==> src/rtl/nand_seq_pkg.sv <==
// Shared types and constants for the NAND2 cell self-test sequencer.
// Latency: n/a (declarations only).
// Backpressure: n/a.
package nand_seq_pkg;

   typedef enum logic [2:0] {
      IDLE   = 3'd0,
      APPLY  = 3'd1,
      SETTLE = 3'd2,
      SAMPLE = 3'd3,
      DONE   = 3'd4
   } state_t;

   // Expected cell output indexed by vec = {A,B}: NAND gives 1,1,1,0.
   localparam logic [3:0] EXPECTED_Y = 4'b0111;
   localparam logic [1:0] VEC_LAST   = 2'd3;

endpackage

==> src/rtl/nand_seq_sat_counter.sv <==
// Saturating up-counter with synchronous clear; holds at all-ones.
// Latency: count visible one clock after inc.
// Backpressure: none; inc is ignored once saturated.
module sat_counter #(
   parameter int W = 8
) (
   input  logic         clk,
   input  logic         rst,
   input  logic         clr,
   input  logic         inc,
   output logic [W-1:0] cnt
);

   always_ff @(posedge clk) begin
      if (rst || clr) begin
         cnt <= '0;
      end else if (inc && (cnt != '1)) begin
         cnt <= cnt + W'(1);
      end
   end

endmodule

==> src/rtl/nand_cell_sequencer.sv <==
// Steps a NAND2 cell through its truth table, samples Y after a settle hold, counts mismatches.
// Latency: SETTLE_CYCLES+2 clocks per vector; done 4*(SETTLE_CYCLES+2)*loops+1 clocks after start.
// Backpressure: none; start ignored while busy, abort forces DONE from any busy state.
module nand_cell_sequencer
   import nand_seq_pkg::*;
#(
   parameter int SETTLE_CYCLES = 4,
   parameter int CNT_W         = 8
) (
   input  logic             clk,
   input  logic             rst,
   input  logic             start,
   input  logic             abort,
   input  logic [CNT_W-1:0] loops,
   output logic             cell_a,
   output logic             cell_b,
   input  logic             cell_y,
   output logic             busy,
   output logic             done,
   output logic             pass,
   output logic [CNT_W-1:0] fail_cnt,
   output logic [1:0]       first_fail
);

   localparam int SW = (SETTLE_CYCLES > 1) ? $clog2(SETTLE_CYCLES) : 1;

   state_t           state;
   logic [1:0]       vec;
   logic [CNT_W-1:0] loops_q;
   logic [CNT_W-1:0] loop_ctr;
   logic [SW-1:0]    settle_ctr;
   logic             in_run;
   logic             mismatch;
   logic             fail_inc;
   logic             fail_clr;

   assign in_run   = (state == APPLY) || (state == SETTLE) || (state == SAMPLE);
   assign mismatch = (cell_y != EXPECTED_Y[vec]);
   assign fail_clr = (state == IDLE) && start;
   // An aborted sample is discarded, so it must not reach the counter.
   assign fail_inc = (state == SAMPLE) && !abort && mismatch;

   sat_counter #(.W(CNT_W)) u_fail_cnt (
      .clk (clk),
      .rst (rst),
      .clr (fail_clr),
      .inc (fail_inc),
      .cnt (fail_cnt)
   );

   always_ff @(posedge clk) begin
      if (rst) begin
         state      <= IDLE;
         vec        <= 2'd0;
         loops_q    <= '0;
         loop_ctr   <= '0;
         settle_ctr <= '0;
         cell_a     <= 1'b0;
         cell_b     <= 1'b0;
         busy       <= 1'b0;
         done       <= 1'b0;
         pass       <= 1'b0;
         first_fail <= 2'b00;
      end else begin
         done <= 1'b0;
         if (in_run && abort) begin
            state  <= DONE;
            busy   <= 1'b0;
            done   <= 1'b1;
            cell_a <= 1'b0;
            cell_b <= 1'b0;
            pass   <= (fail_cnt == '0);
         end else begin
            case (state)
               IDLE: begin
                  if (start) begin
                     state      <= APPLY;
                     busy       <= 1'b1;
                     loops_q    <= loops;
                     loop_ctr   <= '0;
                     vec        <= 2'd0;
                     pass       <= 1'b0;
                     first_fail <= 2'b00;
                  end
               end
               APPLY: begin
                  {cell_a, cell_b} <= vec;
                  settle_ctr       <= SW'(SETTLE_CYCLES - 1);
                  state            <= SETTLE;
               end
               SETTLE: begin
                  if (settle_ctr == '0) begin
                     state <= SAMPLE;
                  end else begin
                     settle_ctr <= settle_ctr - SW'(1);
                  end
               end
               SAMPLE: begin
                  // fail_cnt still zero here means this is the run's first mismatch.
                  if (mismatch && (fail_cnt == '0)) begin
                     first_fail <= vec;
                  end
                  if (vec != VEC_LAST) begin
                     vec   <= vec + 2'd1;
                     state <= APPLY;
                  end else begin
                     loop_ctr <= loop_ctr + CNT_W'(1);
                     if ((loops_q != '0) && ((loop_ctr + CNT_W'(1)) == loops_q)) begin
                        state  <= DONE;
                        busy   <= 1'b0;
                        done   <= 1'b1;
                        cell_a <= 1'b0;
                        cell_b <= 1'b0;
                        pass   <= (fail_cnt == '0) && !mismatch;
                     end else begin
                        vec   <= 2'd0;
                        state <= APPLY;
                     end
                  end
               end
               DONE: begin
                  state <= IDLE;
               end
               default: begin
                  state <= IDLE;
               end
            endcase
         end
      end
   end

endmodule

==> config.mk <==
export PLATFORM = sky130hd
export DESIGN_NAME = nand_cell_sequencer
export DESIGN_NICKNAME = d
export VERILOG_FILES = /design/src/rtl/nand_seq_pkg.sv /design/src/rtl/nand_seq_sat_counter.sv /design/src/rtl/nand_cell_sequencer.sv
export SDC_FILE = /design/constraint.sdc
export NUM_CORES = 1
export LEC_CHECK = 0
export ABC_AREA = 1
export BUFFER_PORTS_ARGS = -buffer_cell sky130_fd_sc_hd__buf_2
export CAP_MARGIN = 10
export CORE_ASPECT_RATIO = 0.75
export CORE_MARGIN = 2
export CORE_UTILIZATION = 27
export CTS_CLUSTER_SIZE = 28
export DETAILED_ROUTE_END_ITERATION = 10
export GPL_TIMING_DRIVEN = 0
export SETUP_SLACK_MARGIN = 0.4
export SLEW_MARGIN = 20
export SYNTH_ARGS = -nofsm -noshare
export SYNTH_HDL_FRONTEND = slang
export SYNTH_SLANG_ARGS = --single-unit
==> constraint.sdc <==
create_clock -name clk -period 1.8 [get_ports clk]
set_input_delay 0.36 -clock clk [delete_from_list [all_inputs] [get_ports clk]]
set_output_delay 0.36 -clock clk [all_outputs]
set_load 0.01 [all_outputs]
---- After elaboration in Yosys (flattened, before gate mapping) ----
Index checks and enable logic that the tools add are counted.
operators by class
  $add $sub $neg .......................... 4
  multiply operators ...................... 0
  div/mod/pow operators ................... 0
  order comparisons ....................... 1
  equal/unequal tests ..................... 18
  shift operators ......................... 0
  mux-type cells .......................... 34
  bitwise logic cells ..................... 1
  reductions and logical operators ........ 32
operator list
  cell                                                                    count
  4-bit AND reduction                                                     5
  8-bit by 1-bit adder with 8-bit output (second input constant)          2
  8-bit 2-to-1 mux                                                        2
  8-bit case mux with 2 select lines                                      1
  3-bit 2-to-1 mux                                                        5
  1-bit 2-to-1 mux                                                        12
  2-bit case mux with 2 select lines                                      3
  3-bit case mux with 4 select lines                                      1
  2-bit 2-to-1 mux                                                        5
  3-bit AND reduction                                                     3
  8-bit equality test                                                     1
  1-bit logical AND                                                       8
  8-bit zero test                                                         1
  2-bit != test (second input constant)                                   4
  8-bit != test (second input constant)                                   1
  1-bit case mux with 2 select lines                                      4
  8-bit nonzero test                                                      1
  3-bit by 2-bit equality test with 1-bit output (second input constant)  2
  2-bit by 1-bit != test with 1-bit output (second input constant)        3
  3-bit by 1-bit != test with 1-bit output (second input constant)        2
  3-bit != test (second input constant)                                   2
  2-bit nonzero test                                                      3
  2-bit AND reduction                                                     2
  3-bit by 1-bit equality test with 1-bit output (second input constant)  1
  other kinds (13)                                                        16
storage, ports and cells
  register bits ........................... 38
  bits in latches ......................... 0
  RAM bits ................................ 0
  memory bits (read-only) ................. 0
  input port bits ......................... 13
  logic and storage cells ................. 103
  memories kept ........................... 0

---- Depth between registers and ports, before layout ----
  depth in word-level cells ............... 9
  depth in mapped cells ................... 14
  mapped depth without buffers ............ 14

---- By module ----
A second synthesis with hierarchy kept.
unflattened totals
  cell total of the unflattened synthesis .. 324
  area total of the unflattened synthesis .. 2210.9 um2
by module, submodules not included
  module               times used  cells an instance  area an instance (um2)
  nand_cell_sequencer  1           257                1762.9
  sat_counter          1           67                 447.9

---- Worst setup path after synthesis ----
OpenSTA, ideal clock, no wires.
  path type ............................... flip-flop to flip-flop
  start ................................... register loop_ctr[0]
  end ..................................... register cell_a
  data arrival time ....................... 1.498 ns
  data required time ...................... 1.685 ns
  slack ................................... 0.187 ns
  cell stages (with the launch flop) ...... 13
  period minus slack after synthesis ...... 1.613 ns
  cells stage by stage .................... dfxtp_1 -> ha_1 -> nand3_1 -> o21bai_1 -> nand2_1 -> nand2_1 -> nand2_1 -> nor2_1 -> nand3b_1 -> nand2_1 -> nand3_1 -> nand2_1 -> nor2_1
between the ends
  word-level cells in the longest chain between the ends .. 5
RTL lines
  item                                                line                        RTL
  start: declaration                                  nand_cell_sequencer.sv:30   logic [CNT_W-1:0] loop_ctr;
  start signal: assignment                            nand_cell_sequencer.sv:107  loop_ctr <= loop_ctr + CNT_W'(1);
  8-bit by 1-bit adder with 8-bit output              nand_cell_sequencer.sv:108  if ((loops_q != '0) && ((loop_ctr + CNT_W'(1)) == loops_q)) begin
  8-bit equality test                                 nand_cell_sequencer.sv:108
  1-bit logical AND                                   nand_cell_sequencer.sv:108
  2-bit by 1-bit != test with 1-bit output (no line)  --
  3-bit AND reduction (no line)                       --
  end signal: assignment                              nand_cell_sequencer.sv:87   {cell_a, cell_b} <= vec;
  end: declaration                                    nand_cell_sequencer.sv:15   output logic cell_a,
No other way between the ends.
A chain may end at the register's enable or synchronous reset.

---- Worst setup path in the final report ----
  start ................................... register loop_ctr[1]
  end ..................................... register cell_b
between the ends
  word-level cells in the longest chain between the ends .. 5
RTL lines
  item                                                line                        RTL
  8-bit by 1-bit adder with 8-bit output              nand_cell_sequencer.sv:108
  8-bit equality test                                 nand_cell_sequencer.sv:108
  1-bit logical AND                                   nand_cell_sequencer.sv:108
  2-bit by 1-bit != test with 1-bit output (no line)  --
  3-bit AND reduction (no line)                       --
  end signal: assignment                              nand_cell_sequencer.sv:87
  end: declaration                                    nand_cell_sequencer.sv:16   output logic cell_b,
No other way between the ends.

==> results_dict.tcl <==
set metrics [dict create \
    required_ns 1.99 \
    core_sq_um 7360 \
    vias 2130 \
    nNetsFinal 387 \
    placementRows 27 \
    hp-start "rst" \
    die_width_microns 105 \
    rsz0062_at_grt "yes" \
    cts_buffer_depth 2 \
    numCtsBuffers 5 \
    hold_buffers 0 \
    max_cap_violations 0 \
    setup-tns-final_ns 0 \
    critical_path.max_stage_delay_ns 0.36 \
    grt_max_degree 12 \
    slew_viol_final 0 \
    drc 0 \
    crit_chain "ha_4 > inv_2 > nand2_1 > nand3_1 > nor2_1 > nand2_1 > nor2_2 > inv_1 > nor2_1 > nand3b_1 > nand2_2 > nand3_1 > nand2_1 > nor2_1" \
    hold_path_class "input port to register" \
    overflow 0 \
    hold_viol 0 \
    synth_warnings 0 \
    fmax_mhz 556 \
    syn_area_sq_um 2050 \
    finClkSkew_ns 0.00447 \
    cts_tree "yes" \
    routed_wirelength_microns 5660 \
    path_clk_slew_ns 0.08 \
    htreeDepth 2 \
    relSlewSlack_pct 61.3 \
    antenna_cells 0 \
    holdPathStages 2 \
    status "finished clean" \
    p_leak_nw 1.30 \
    ant_nets 0 \
    vdd_drop_max_uv 505 \
    setup_violations 0 \
    clockRootBuffer "clkbuf_8" \
    p_per_area_nw_per_um2 810 \
    endpoint_kind "register" \
    timing.final.crit_share_pct 100 \
    design.die.area_sq_um 8320 \
    ys_types 34 \
    ys_seq_elements 38 \
    slowest_stage "dfxtp_4" \
    dpl.hpwl_microns 3760 \
    r2r-start "loop_ctr[1]" \
    drive_gt1_share_pct 37.1 \
    initial_core_util_pct 27.8 \
    syn_inst 307 \
    grt_usage_pct 13.6 \
    drtPass1Iterations 6 \
    worstMarginPinSlew_ns 0.581 \
    via_per_inst 4.53 \
    hold_ws_ns 0.331 \
    r2r_setup_slack_ns 0.0006 \
    routabilityCongestion 0.835 \
    io_pins 28 \
    first_iter_violations 92 \
    wl_per_cell_microns 12.0 \
    critPathKind "register to register" \
    syn_avg_cell_area_sq_um 6.68 \
    utilization_pct 39.8 \
    clkSinkCount 38 \
    fin_crit_ns 1.80 \
    holdPathEnd "state[2]" \
    die_h_microns 79.5 \
    cp_max_fo 5 \
    antenna_found_initial 0 \
    startpoint_type "register" \
    r2r-end "cell_b" \
    placed_area_sq_um 2380 \
    reg2regPathDepth 14 \
    stdcell_area_sq_um 2930 \
    area_delta_synth_final_pct 43.0 \
    yosysSeqAreaShare_pct 37.1 \
    synth_nets 326 \
    grt_pass1_wl_microns 9140 \
    port_buffers 27 \
    grt_pass1_vias 1993 \
    clk_latency_ns 0.29 \
    worstPathArrival_ns 1.99 \
]
worst max-delay path by stage:
stage / startpoint / to / slack (ns) / cells after the start
2_1_floorplan: loop_ctr[1] / cell_a / 0.23 / 14
3_3_place_gp: start / loop_ctr[1] / -0.14 / 8
3_5_place_dp: start / loop_ctr[1] / -0.14 / 8
4_1_cts: loop_ctr[0] / cell_b / 0.02 / 12
5_1_grt: loop_ctr[2] / cell_a / -0.19 / 13
6_report: loop_ctr[1] / cell_b / 0.0006 / 14
layer usage:
layer	vias to the layer above	GRT usage (%)	part of all wire [%]
li1	1117	-	-
met1	969	18.0	49
met2	35	22.5	47
met3	9	2.78	3.1
met4	0	3.87	1.1
met5	-	0	0
where the power goes:
group,total (mW),switching [mW],internal (mW)
clock network,0.620,0.311,0.310
registers,1.01,0.0671,0.938
logic,0.750,0.455,0.295
cell usage after synthesis:
library cell / instances / area, sq um
nand2_1: 80 / 300
inv_1: 44 / 165
dfxtp_1: 38 / 761
nor2_1: 30 / 113
a21oi_1: 29 / 145
nand3_1: 22 / 110
o21ai_0: 13 / 65.1
ha_1: 6 / 75.1
inv_2: 4 / 15.0
nand4_1: 4 / 25.0
nor3_1: 4 / 20.0
a22oi_1: 3 / 22.5
clkbuf_1: 3 / 11.3
nor2_2: 3 / 18.8
nand3b_1: 2 / 15.0
o21ai_1: 2 / 10.0
o21bai_1: 2 / 15.0
xnor2_1: 2 / 17.5
a211oi_1: 1 / 7.51
a221oi_1: 1 / 8.76
a32oi_1: 1 / 8.76
nand2_2: 1 / 6.26
nand2_4: 1 / 11.3
nor2_4: 1 / 11.3
nor2_8: 1 / 20.0
nor3_2: 1 / 10.0
nor3b_1: 1 / 7.51
nor4_1: 1 / 6.26
o21ai_2: 1 / 8.76
o311a_1: 1 / 10.0
or2_0: 1 / 6.26
or2_2: 1 / 6.26
or2_4: 1 / 8.76
xor2_1: 1 / 8.76
stage by stage:
stage | total power [mW] | worst slack [ns] | instances
2_1_floorplan | 1.45 | 0.228 | 307
3_3_place_gp | 1.60 | -0.136 | 435
3_5_place_dp | 1.61 | -0.135 | 435
4_1_cts | 2.30 | 0.0192 | 461
5_1_grt | 2.54 | -0.186 | 470
6_report | 2.38 | 0.000568 | 470
cells in the final DEF (no fill, tap or decap), types with 2 or more instances in the layout:
| cell | instances |
|---|---|
| dfxtp_2 | 10 |
| nor3_4 | 2 |
| xnor2_1 | 2 |
| buf_2 | 26 |
| a22oi_1 | 3 |
| o21ai_1 | 3 |
| ha_1 | 2 |
| a21oi_2 | 6 |
| dfxtp_1 | 25 |
| nand2_1 | 71 |
| nand2_4 | 2 |
| nor3_1 | 2 |
| ha_4 | 3 |
| a21oi_1 | 23 |
| nor2_2 | 4 |
| nand2_2 | 9 |
| dfxtp_4 | 3 |
| nand3b_1 | 2 |
| clkbuf_8 | 6 |
| clkbuf_1 | 3 |
| inv_2 | 8 |
| buf_6 | 12 |
| inv_4 | 6 |
| or2_4 | 2 |
| nor2_1 | 25 |
| nand4_1 | 4 |
| nand3_1 | 17 |
| inv_1 | 34 |
| nor2_4 | 5 |
| o21ai_0 | 11 |
| nand3_2 | 3 |
| nand3_4 | 2 |
| buf_4 | 17 |
area by class of cell:
type,instances,area [sq um]
Fill cell,789,4430
Tap cell,101,126
Multi-Input combinational cell,218,1330
Clock inverter,1,5.00
Sequential cell,38,785
Buffer,3,18.8
Inverter,48,195
Timing Repair Buffer,54,382
Clock buffer,7,86.3
logic make-up (layout without fill, tap and decap cells):
family          Yosys count  after routing  share of synthesized area (%)
fa+ha+maj                 6              6                           3.66
simple gates            155            155                           33.9
flops                    38             38                           37.1
buf+inv                  51            113                           9.33
xor+xnor                  3              3                           1.28
compound gates           54             54                           14.7
registers in the layout, summed over array words and instances (netlist names), 2 cells and up:
| register | flops |
|---|---|
| loop_ctr | 8 |
| loops_q | 8 |
| u_fail_cnt.cnt | 8 |
| state | 3 |
| first_fail | 2 |
| settle_ctr | 2 |
| vec | 2 |
worst max-delay path: cells and delay by family (launching register included):
family / cells / cell delay (ns)
flops: 1 / 0.36
buf+inv: 2 / 0.09
simple gates: 11 / 0.97
fa+ha+maj: 1 / 0.27
repair_timing:
item | 4_1_cts | 5_1_grt
setup buffers | 18 | 9
setup endpoints to repair | 38 | 33
pin swaps | 13 | 15
gates resized for setup | 43 | 40
Note: power is estimated with default switching activity, not from simulation.
